**config.mk**
```make
export PLATFORM = sky130hd
export DESIGN_NAME = key_debounce_tick
export DESIGN_NICKNAME = d
export VERILOG_FILES = /design/src/rtl/debounce_pkg.sv /design/src/rtl/sync_2ff.sv /design/src/rtl/key_debounce_tick.sv
export SDC_FILE = /design/constraint.sdc
export NUM_CORES = 1
export LEC_CHECK = 0
export BUFFER_PORTS_ARGS = -buffer_cell sky130_fd_sc_hd__buf_4
export CELL_PAD_IN_SITES_DETAIL_PLACEMENT = 2
export CELL_PAD_IN_SITES_GLOBAL_PLACEMENT = 2
export CORE_UTILIZATION = 38
export DETAILED_ROUTE_END_ITERATION = 8
export MAX_ROUTING_LAYER = met4
export PLACE_DENSITY = 0.79
export SYNTH_ARGS = -nofsm -noshare
export SYNTH_HDL_FRONTEND = slang
export SYNTH_SLANG_ARGS = --single-unit
```
**constraint.sdc**
```tcl
create_clock -name clk -period 2.5 [get_ports clk]
set_clock_uncertainty 0.15 [all_clocks]
set_input_delay 0.5 -clock clk [delete_from_list [all_inputs] [get_ports clk]]
set_output_delay 0.5 -clock clk [all_outputs]
set_load 0.02 [all_outputs]
```
**src/rtl/debounce_pkg.sv**
```systemverilog
// debounce_pkg: state encoding and product tick-rate constants shared by the key debouncers
package debounce_pkg;

    localparam logic [1:0] ST_IDLE      = 2'd0;
    localparam logic [1:0] ST_PRESS_CHK = 2'd1;
    localparam logic [1:0] ST_HELD      = 2'd2;
    localparam logic [1:0] ST_REL_CHK   = 2'd3;

    typedef enum logic [1:0] {
        IDLE      = ST_IDLE,
        PRESS_CHK = ST_PRESS_CHK,
        HELD      = ST_HELD,
        REL_CHK   = ST_REL_CHK
    } deb_state_e;

    localparam int TICK_HZ          = 100;
    localparam int STABLE_TICKS_DEF = 2;
    localparam int LONG_TICKS_DEF   = 100;

endpackage

```
**src/rtl/sync_2ff.sv**
```systemverilog
// sync_2ff: generic two-flop synchronizer for asynchronous inputs, clears to 0 on reset
module sync_2ff #(
    parameter int W = 1
) (
    input  logic         clk,
    input  logic         rst,
    input  logic [W-1:0] d_i,
    output logic [W-1:0] q_o
);

    logic [W-1:0] meta_q;
    logic [W-1:0] sync_q;

    always_ff @(posedge clk or posedge rst) begin
        if (rst) begin
            meta_q <= '0;
            sync_q <= '0;
        end else begin
            meta_q <= d_i;
            sync_q <= meta_q;
        end
    end

    assign q_o = sync_q;

endmodule

```
**src/rtl/key_debounce_tick.sv**
```systemverilog
// key_debounce_tick: tick-sampled push-button debouncer with press, release and long-press pulses
module key_debounce_tick
    import debounce_pkg::*;
#(
    parameter int STABLE_TICKS = STABLE_TICKS_DEF,
    parameter int LONG_TICKS   = LONG_TICKS_DEF,
    parameter int CNT_W        = 8
) (
    input  logic clk,
    input  logic rst,
    input  logic tick,
    input  logic key_in,
    output logic key_level,
    output logic key_press,
    output logic key_release,
    output logic key_long
);

    localparam logic [CNT_W-1:0] STABLE_C = CNT_W'(STABLE_TICKS);
    localparam logic [CNT_W-1:0] LONG_C   = CNT_W'(LONG_TICKS);

    deb_state_e       state_q, state_d;
    logic [CNT_W-1:0] deb_q, deb_d, long_q, long_d;
    logic [CNT_W-1:0] deb_inc, long_inc;
    logic             level_q, level_d;
    logic             press_q, press_d;
    logic             rel_q, rel_d;
    logic             lng_q, lng_d;
    logic             key_s;

    sync_2ff #(.W(1)) u_sync (
        .clk (clk),
        .rst (rst),
        .d_i (key_in),
        .q_o (key_s)
    );

    assign deb_inc  = deb_q + 1'b1;
    assign long_inc = long_q + 1'b1;

    // A key change always wins over a coincident tick: the CHK states bail out before counting.
    always_comb begin
        state_d = state_q;
        deb_d   = deb_q;
        long_d  = long_q;
        level_d = level_q;
        press_d = 1'b0;
        rel_d   = 1'b0;
        lng_d   = 1'b0;
        case (state_q)
            IDLE: begin
                if (key_s) begin
                    state_d = PRESS_CHK;
                    deb_d   = '0;
                end
            end
            PRESS_CHK: begin
                if (!key_s) begin
                    state_d = IDLE;
                end else if (tick) begin
                    deb_d = deb_inc;
                    if (deb_inc == STABLE_C) begin
                        state_d = HELD;
                        level_d = 1'b1;
                        press_d = 1'b1;
                        long_d  = '0;
                    end
                end
            end
            HELD: begin
                if (!key_s) begin
                    state_d = REL_CHK;
                    deb_d   = '0;
                end else if (tick && long_q != LONG_C) begin
                    long_d = long_inc;
                    lng_d  = (long_inc == LONG_C);
                end
            end
            REL_CHK: begin
                if (key_s) begin
                    state_d = HELD;
                end else if (tick) begin
                    deb_d = deb_inc;
                    if (deb_inc == STABLE_C) begin
                        state_d = IDLE;
                        level_d = 1'b0;
                        rel_d   = 1'b1;
                    end
                end
            end
            default: state_d = IDLE;
        endcase
    end

    always_ff @(posedge clk or posedge rst) begin
        if (rst) begin
            state_q <= IDLE;
            deb_q   <= '0;
            long_q  <= '0;
            level_q <= 1'b0;
            press_q <= 1'b0;
            rel_q   <= 1'b0;
            lng_q   <= 1'b0;
        end else begin
            state_q <= state_d;
            deb_q   <= deb_d;
            long_q  <= long_d;
            level_q <= level_d;
            press_q <= press_d;
            rel_q   <= rel_d;
            lng_q   <= lng_d;
        end
    end

    assign key_level   = level_q;
    assign key_press   = press_q;
    assign key_release = rel_q;
    assign key_long    = lng_q;

endmodule

```
==> metrics <==
layout cells sized above 1 about an eighth; routability cong. a little under 0.8; Pins Over Slew Limit 0; Clock transition at path regs about 130 ps; Vias/cell around 5.7; post-CTS sizing 0; CTS buffer count 3; Synth Instances ~150; Core Util, Final between 40% and 50%; Mapped Area between 1000 and 1500 um2; DRC 0; outcome completed; gr usage total 20.2%; die width between 60 and 70 um; HPWL after detailed placement between 2 and 3 mm; Rel. slew slack between 70% and 80%; Skew-Pair Late Insertion Delay between 300 and 400 ps; I/O pin total 8; Critical Path RT between 2000 and 3000 ps; max cap viols 0; Filler Cell Count 398; Yosys top cell area share between 40% and 50%; Clock Sinks 24; Critical Path Sink Type register; Max Freq 496 MHz; PwrDens 971 nW/um2; Post-Syn Nets between 150 and 200; crit-path cells ha_1, nand4bb_1, o22ai_1, o2111a_2, o21a_4, mux2i_1; H-tree lvl count 1; Setup crit start kind register; Initial Util 40.5%; Setup Viol. Count Final 0; I/O Buffers 7; Final nets 161; pin count of the biggest net entering global routing 25; Root Driver clkbuf_4; Critical Path AT about 2100 ps; count leader, synth dfrtp_1; global-route wire length before repair ~6.0 mm; crit path kind reg2reg; Least-Margin Pin Slew about 430 ps; die height roughly 62 um; Setup TNS 0 ps; max incr delay on CP about 470 ps; Synth area leaders dfrtp_1, inv_1, ha_1; syn_area_per_cell 9.54 um2; largest delay contributor family on the critical path compound AO/OA/AOI/OAI gates; Most used DFF post-synth dfrtp_1; vias in the first global route 1252; TritonRoute pass-1 iters 4; total gr overflow 0; Area growth syn-to-layout 7.78%; CP Max Fanout 8; final hold violations 0; Buffers & Inverters on Critical Path 0; Final min period a little over 2000 ps; number of synthesized flops with an enable pin 0; Critical-path top delay cell dfrtp_1; Lkg Pwr around 0.63 nW; RSZ-0062 raised after global routing false; Synth area leader dfrtp_1; WL final approximately 3.4 mm; Antenna Nets Post-Route 0; Synth warnings 0; asr flop ratio synth 100%; sequential share of the synthesized area between 40% and 50%; initial antenna violation count 0; Synth cell types 43; CTS tree done; routed len/inst between 15 and 20 um; CTS max path bufs 2; postcts setup bufs 0; DIE AREA 3880 um2; Tightest Hold Check Type in2async; Initial DRC Count 32; number of cell rows 21; core area about 3400 um2; Antenna diodes 0; hold buffer count at CTS 0; Yosys reg bits 24; most frequent cells after synthesis dfrtp_1, inv_1, nand2_1, o21ai_0, nand3_1; vias between 1000 and 1500; period utilisation layout 80.6%; worst vdd ir 404 uV
## through the flow
stage,hold WS (ps),instances,area [um2],setup slack [ps],power [mW]
finish,75.4,197,1490,484,1.45
global route,91.8,197,1490,321,1.58
CTS,84.6,197,1490,454,1.47
detailed placement,190,194,1470,485,1.29
global placement,186,194,1470,581,1.23
floorplan,181,145,1380,723,1.13
## path summary, 6_finish.rpt
check | start | endpoint | slack [ps] | cells after the start
setup reg to reg | deb_q[0]$_DFFE_PP0P_ | long_q[0]$_DFFE_PP0P_ | 480 | 6
hold / removal | rst | u_sync.meta_q$_DFF_PP0_ | 80 | 3
max in group asynchronous | rst | key_level$_DFFE_PP0P_ | 1880 | 3
hold reg to reg | u_sync.meta_q$_DFF_PP0_ | u_sync.q_o$_DFF_PP0_ | 230 | 0
min in group clk | key_in | u_sync.meta_q$_DFF_PP0_ | 130 | 1
setup / recovery | deb_q[0]$_DFFE_PP0P_ | long_q[0]$_DFFE_PP0P_ | 480 | 6
## state kept, by name, summed over array words and instances, names as in the netlist, named ones only
register / count
long_q: 8
state_q: 1
key_long: 1
deb_q: 8
key_level: 1
key_press: 1
u_sync.meta_q: 1
u_sync.q_o: 1
key_release: 1
## placed cells by master (no fill, tap or decap), drive strengths merged
cell type / synthesis / final
xnor2: 4 / 4
nand4bb: 1 / 1
o21ai: 15 / 15
nand2: 12 / 12
and4: 1 / 1
o2bb2ai: 2 / 2
o31ai: 2 / 2
and2: 1 / 1
nand3: 8 / 8
and4b: 1 / 1
nor3b: 1 / 1
nand4: 4 / 4
mux2i: 4 / 4
nor2: 5 / 5
a21oi: 4 / 4
o2111a: 1 / 1
nand2b: 2 / 2
a22o: 1 / 1
a21o: 2 / 2
nor3: 6 / 6
inv: 14 / 14
a2bb2oi: 1 / 1
or3: 3 / 3
a31oi: 5 / 5
and2b: 1 / 1
a211oi: 1 / 1
o21a: 2 / 2
ha: 4 / 4
buf: 4 / 8
and3: 2 / 2
a32o: 1 / 1
o22ai: 1 / 1
clkbuf: 1 / 3
nor4: 3 / 3
xor2: 1 / 1
dfrtp: 24 / 24
## final cells by class
class,count,area [um2],area share (%)
Inverter,14,52.6,3.53
Multi-Input combinational cell,102,697,46.8
Timing Repair Buffer,8,60.1,4.03
Clock buffer,3,22.5,1.51
Sequential cell,24,601,40.3
Tap cell,46,57.6,3.86
## worst min-delay path: stages
cell and delay [ps]:
buf_4 110, inv_1 40, buf_4 300
## layer usage
layer	GRT usage, %	vias up	share of wire, %
met3	2.57	4	1.6
met5	-	-	0
met4	5.81	0	0.86
met2	32.0	10	48
met1	27.2	569	49
li1	-	535	-
## cells by family after synthesis
group / share of synthesized area [%]
mux: 2.90
xor+xnor: 3.17
compound gates: 21.0
simple gates: 19.7
flops: 43.4
fa+ha+maj: 3.62
buf+inv: 6.15
## power breakdown
group / switching (mW) / internal [mW]
clock network: 0.114 / 0.0563
registers: 0.194 / 0.506
logic: 0.337 / 0.240
Power figures use the tool's default switching activity.
